==> src/rtl/hazard_unit.sv <==
// Load-use stall and taken-branch flush controller for the 16-bit MIPS pipeline.
// Optional performance counters are enabled with HAZARD_PERF_CNT_EN.
module hazard_unit #(
  parameter int unsigned LOAD_STALL = 2
) (
  input  logic       clk,
  input  logic       rst_n,
  input  logic [2:0] in_IF_ID_rs,
  input  logic [2:0] in_IF_ID_rt,
  input  logic       in_IF_ID_uses_rt,
  input  logic       in_ID_EX_MemRead,
  input  logic [2:0] in_ID_EX_rt,
  input  logic       in_EX_Branch_taken,
  output logic       O_PC_Write,
  output logic       O_IF_ID_Write,
  output logic       O_IF_ID_Flush,
  output logic       O_ID_EX_Bubble,
  output logic [1:0] O_state
`ifdef HAZARD_PERF_CNT_EN
  ,
  output logic [15:0] O_stall_cycles,
  output logic [15:0] O_flush_count
`endif
);

  typedef enum logic [1:0] {
    ST_RUN   = 2'b00,
    ST_STALL = 2'b01
  } state_t;

  localparam bit          MULTI_STALL = (LOAD_STALL > 1);
  localparam int unsigned REM_INIT_I  = (LOAD_STALL > 1) ? (LOAD_STALL - 2) : 0;
  localparam logic [1:0]  REM_INIT    = REM_INIT_I[1:0];

  state_t     r_state;
  state_t     w_next_state;
  logic [1:0] r_rem;
  logic [1:0] w_next_rem;
  logic       w_hz;

  // Register 0 is hard-wired, so a load targeting it never creates a dependency.
  assign w_hz = in_ID_EX_MemRead && (in_ID_EX_rt != 3'd0) &&
                ((in_ID_EX_rt == in_IF_ID_rs) ||
                 (in_IF_ID_uses_rt && (in_ID_EX_rt == in_IF_ID_rt)));

  assign O_state = r_state;

  // Next-state and pipeline controls; reset and taken branch take priority.
  always_comb begin
    w_next_state   = r_state;
    w_next_rem     = r_rem;
    O_PC_Write     = 1'b1;
    O_IF_ID_Write  = 1'b1;
    O_IF_ID_Flush  = 1'b0;
    O_ID_EX_Bubble = 1'b0;
    if (!rst_n) begin
      O_PC_Write     = 1'b0;
      O_IF_ID_Write  = 1'b0;
      O_IF_ID_Flush  = 1'b1;
      O_ID_EX_Bubble = 1'b1;
      w_next_state   = ST_RUN;
      w_next_rem     = 2'd0;
    end else if (in_EX_Branch_taken) begin
      O_IF_ID_Flush  = 1'b1;
      O_ID_EX_Bubble = 1'b1;
      w_next_state   = ST_RUN;
      w_next_rem     = 2'd0;
    end else begin
      case (r_state)
        ST_RUN: begin
          if (w_hz) begin
            O_PC_Write     = 1'b0;
            O_IF_ID_Write  = 1'b0;
            O_ID_EX_Bubble = 1'b1;
            if (MULTI_STALL) begin
              w_next_state = ST_STALL;
              w_next_rem   = REM_INIT;
            end else begin
              w_next_state = ST_RUN;
            end
          end else begin
            w_next_state = ST_RUN;
          end
        end
        ST_STALL: begin
          O_PC_Write     = 1'b0;
          O_IF_ID_Write  = 1'b0;
          O_ID_EX_Bubble = 1'b1;
          if (r_rem == 2'd0) begin
            w_next_state = ST_RUN;
          end else begin
            w_next_rem = r_rem - 2'd1;
          end
        end
        default: begin
          w_next_state = ST_RUN;
          w_next_rem   = 2'd0;
        end
      endcase
    end
  end

  // State and countdown registers.
  always_ff @(posedge clk or negedge rst_n) begin
    if (!rst_n) begin
      r_state <= ST_RUN;
      r_rem   <= 2'd0;
    end else begin
      r_state <= w_next_state;
      r_rem   <= w_next_rem;
    end
  end

`ifdef HAZARD_PERF_CNT_EN
  logic [15:0] r_stall_cycles;
  logic [15:0] r_flush_count;

  assign O_stall_cycles = r_stall_cycles;
  assign O_flush_count  = r_flush_count;

  // Saturating event counters.
  always_ff @(posedge clk or negedge rst_n) begin
    if (!rst_n) begin
      r_stall_cycles <= 16'd0;
      r_flush_count  <= 16'd0;
    end else begin
      if (O_ID_EX_Bubble && !O_PC_Write && (r_stall_cycles != 16'hFFFF)) begin
        r_stall_cycles <= r_stall_cycles + 16'd1;
      end else begin
        r_stall_cycles <= r_stall_cycles;
      end
      if (O_IF_ID_Flush && (r_flush_count != 16'hFFFF)) begin
        r_flush_count <= r_flush_count + 16'd1;
      end else begin
        r_flush_count <= r_flush_count;
      end
    end
  end
`endif

endmodule

==> config.mk <==
export PLATFORM = sky130hd
export DESIGN_NAME = hazard_unit
export DESIGN_NICKNAME = d
export VERILOG_FILES = /design/src/rtl/hazard_unit.sv
export SDC_FILE = /design/constraint.sdc
export NUM_CORES = 1
export LEC_CHECK = 0
export CORE_AREA = 2 2 39 41
export DETAILED_ROUTE_END_ITERATION = 8
export DIE_AREA = 0 0 41 43
export GPL_ROUTABILITY_DRIVEN = 0
export GPL_TIMING_DRIVEN = 0
export SLEW_MARGIN = 30
export SYNTH_ARGS = -nofsm -noshare
export SYNTH_HDL_FRONTEND = slang
export SYNTH_SLANG_ARGS = --single-unit
==> constraint.sdc <==
create_clock -name clk -period 1.3 [get_ports clk]
set_input_delay 0.195 -clock clk [delete_from_list [all_inputs] [get_ports clk]]
set_output_delay 0.195 -clock clk [all_outputs]
set_load 0.02 [all_outputs]
==> impl_metrics.ini <==
[status]
outcome = finished with violations
failed_checks = setup timing

[global_routing]
grtUsageTotal_pct = 10.3
grt_max_degree = 5
grt_pass1_wl_um = 1210
overflow = 0
antenna_found_initial = 0
first_global_vias = 319

[placement]
dp_hpwl_um = 535
portBuffers = 18
dpl_cell_area_um2 = 490

[synthesis]
synth_top_family_by_area = XOR/XNOR gates
synth_nets = 49
synth_xor_area_share_pct = 21.7
synth_mux_area_share_pct = 0
yosys.cell_types.count = 19
ys_ff_latch = 3
synthAdderAreaFrac_pct = 4.42
syn-cell-area_um2 = 283
synth_compound_area_share_pct = 19.0
synth-simple-area-share_pct = 17.7
avgSynthCellArea_um2 = 8.32
yosysSeqAreaShare_pct = 26.5
yosys_warnings = 0
synthCells = 34

[detailed_routing]
ant_nets = 0
wl_per_cell_um = 10.4
drt_iter0_markers = 3
wl_um = 813
drc_errors = 0
firstDrtPassIters = 4
vias_per_cell = 4.28
num_vias = 334

[clock_network]
path_clk_slew_ns = 0.04
cts.sinks = 3
cts_tree = built
clockRootBuffer = clkbuf_4
ctsLongestPathBuffers = 2
clk_latency_ns = 0.23
numCtsBuffers = 3
cts_max_level = 1

[final_layout]
antennaDiodeCount = 0
areaGrowthSynthToFinish_pct = 126
layout.nets = 78
drive_gt1_share_pct = 53.2
final_area_um2 = 639

[die]
io_pins = 20
placementRows = 14
chipWidth_um = 41
core_um2 = 1380
fp.dieH_um = 43
start_util_pct = 20.4
die_area_um2 = 1760

[flow_run]
cap_violations = 0

[worst_setup_path]
path_cells = buf_6 > xnor2_2 > nand4_1 > a21o_1 > o211a_4 > buf_6 > buf_6
reg2reg_depth = 6
cp_top_family = compound AO/OA/AOI/OAI gates
crit_arrival_ns = 1.21
r2r_setup_slack_ns = 0.13
critPathMaxStageDelay_ns = 0.24
start_kind = input pin
cp.buffers_inverters = 3
end_kind = output pin
crit_type = in -> out
worstPathMaxFanout = 2
worstSetupStartpoint = in_IF_ID_rt[1]
reg2reg_to = r_rem[1]
rr_startpoint = r_rem[1]
cp_common_cell = buf_6
slowest_stage = o211a_4
cp_data_required_time_ns = 1.11

[power_and_ir_drop]
clkPwrFrac_pct = 39.1
seqPwrFrac_pct = 23.1
power-per-cell-area_nw_per_um2 = 648
p_sw_share_pct = 25.9
comb_power_share_pct = 37.8
intPower_mw = 0.307
p_leak_nw = 0.298
p_switching_mw = 0.107
vdd_drop_max_mv = 0.375

[sta]
hold_ws_ns = 0.529
fin_crit_sh_pct = 108
setup_ws_ns = -0.107
maxSlewViolCount = 0
max_freq_ghz = 0.711
skew_ns = 0.00640
period_minus_slack_ns = 1.41
finalSetupViolations = 3
hold_violations = 0
rsz0062_at_grt = yes

[worst_hold_path]
worstHoldPathType = in -> async
[cell usage after synthesis]
library cell  count  area, um2
nand3_1           1       5.00
inv_1             3       11.3
a21oi_1           1       5.00
a31o_1            2       17.5
nand2b_1          2       12.5
conb_1            1       3.75
ha_1              1       12.5
nand4_1           1       6.26
nand3b_1          1       7.51
dfrtp_1           3       75.1
buf_4             2       15.0
o211a_1           1       10.0
o31ai_1           1       7.51
xor2_1            1       8.76
nor2_1            4       15.0
a21o_1            1       7.51
xnor2_1           6       52.6
o22ai_1           1       6.26
nand2_1           1       3.75
[how the worst max path moves through the flow]
| stage | slack [ns] | depth (start not counted) | end |
|---|---|---|---|
| 2_1_floorplan | 0.04 | 5 | O_PC_Write |
| 3_3_place_gp | -1.03 | 7 | O_PC_Write |
| 3_5_place_dp | -1.02 | 7 | O_PC_Write |
| 4_1_cts | -0.11 | 7 | O_PC_Write |
| 5_1_grt | -0.17 | 7 | O_PC_Write |
| 6_report | -0.11 | 7 | O_PC_Write |
[layer usage]
layer	wire (um)	track usage [%]	part of all wire, %	up-vias
met4	0	2.00	0	0
li1	-	-	-	170
met5	0	0	0	-
met2	441	16.6	54	16
met1	289	12.0	36	148
met3	82	4.71	10	0
[cells in the final DEF, fill, tap and decap left out]
master / netlist / routed
dfrtp_1: 3 / 3
xnor2_2: 0 / 6
buf_4: 2 / 5
a31o_1: 2 / 2
xor2_1: 1 / 1
conb_1: 1 / 1
a21oi_1: 1 / 1
o22ai_1: 1 / 1
nand2b_1: 2 / 1
nand2_2: 0 / 1
o211a_4: 0 / 1
buf_6: 0 / 14
nand3b_1: 1 / 1
clkbuf_4: 0 / 3
o31ai_1: 1 / 1
nor2_2: 0 / 1
dlygate4sd2_1: 0 / 6
nand4_1: 1 / 1
nand3_1: 1 / 1
nand2b_4: 0 / 1
a21o_1: 1 / 1
inv_1: 3 / 3
nor2_1: 4 / 3
clkbuf_1: 0 / 1
ha_2: 0 / 1
dlygate4sd3_1: 0 / 1
[final cells by class]
cell class                 count  area [um2]
tap                           16        20.0
timing repair buffer          24         239
clock buffer                   4        26.3
sequential                     3        75.1
multi-input combinational     26         249
buffer                         2        18.8
fill                         148         744
inverter                       3        11.3
[flip-flops by register name, summed over array words and instances, names as in the netlist]
register,flops
r_rem,2
O_state,1
[worst reg2reg max path, cell delays in order, from the launching register on]
cell	delay, ns
dfrtp_1	0.33
inv_1	0.05
ha_2	0.31
nor2_1	0.03
a21oi_1	0.11
nor2_1	0.05
a31o_1	0.17
[metrics by stage]
stage	setup TNS (ns)	setup slack, ns	cells	total power, mW	util [%]
CTS	-0.130	-0.115	75	0.413	43.5
detailed placement	-3.91	-1.02	68	0.218	35.4
global route	-0.368	-0.172	78	0.447	46.2
global placement	-3.93	-1.03	68	0.218	35.4
floorplan	0	0.0391	34	0.150	-
finish	-0.178	-0.107	78	0.414	46.2
[cells by family (layout without fill, tap and decap cells)]
| group | Yosys count | in the layout |
|---|---|---|
| fa+ha+maj | 1 | 1 |
| flops | 3 | 3 |
| xor+xnor | 7 | 7 |
| simple gates | 10 | 10 |
| buf+inv | 5 | 33 |
| other cells | 1 | 1 |
| compound gates | 7 | 7 |
[repair_timing]
action,4_1_cts,5_1_grt
hold endpoints to repair,3,0
pin swaps,11,3
hold buffers,1,0
gates resized for setup,76,5
setup endpoints to repair,8,5
buffers inserted,2,3
[power groups by stage]
stage / registers [mW] / logic [mW] / clock network, mW
finish: 0.0956 / 0.157 / 0.162
global route: 0.0956 / 0.168 / 0.183
CTS: 0.0956 / 0.148 / 0.169
detailed placement: 0.0964 / 0.122 / 0
global placement: 0.0963 / 0.121 / 0
floorplan: 0.0970 / 0.0527 / 0
(Power assumes the default switching activity.)
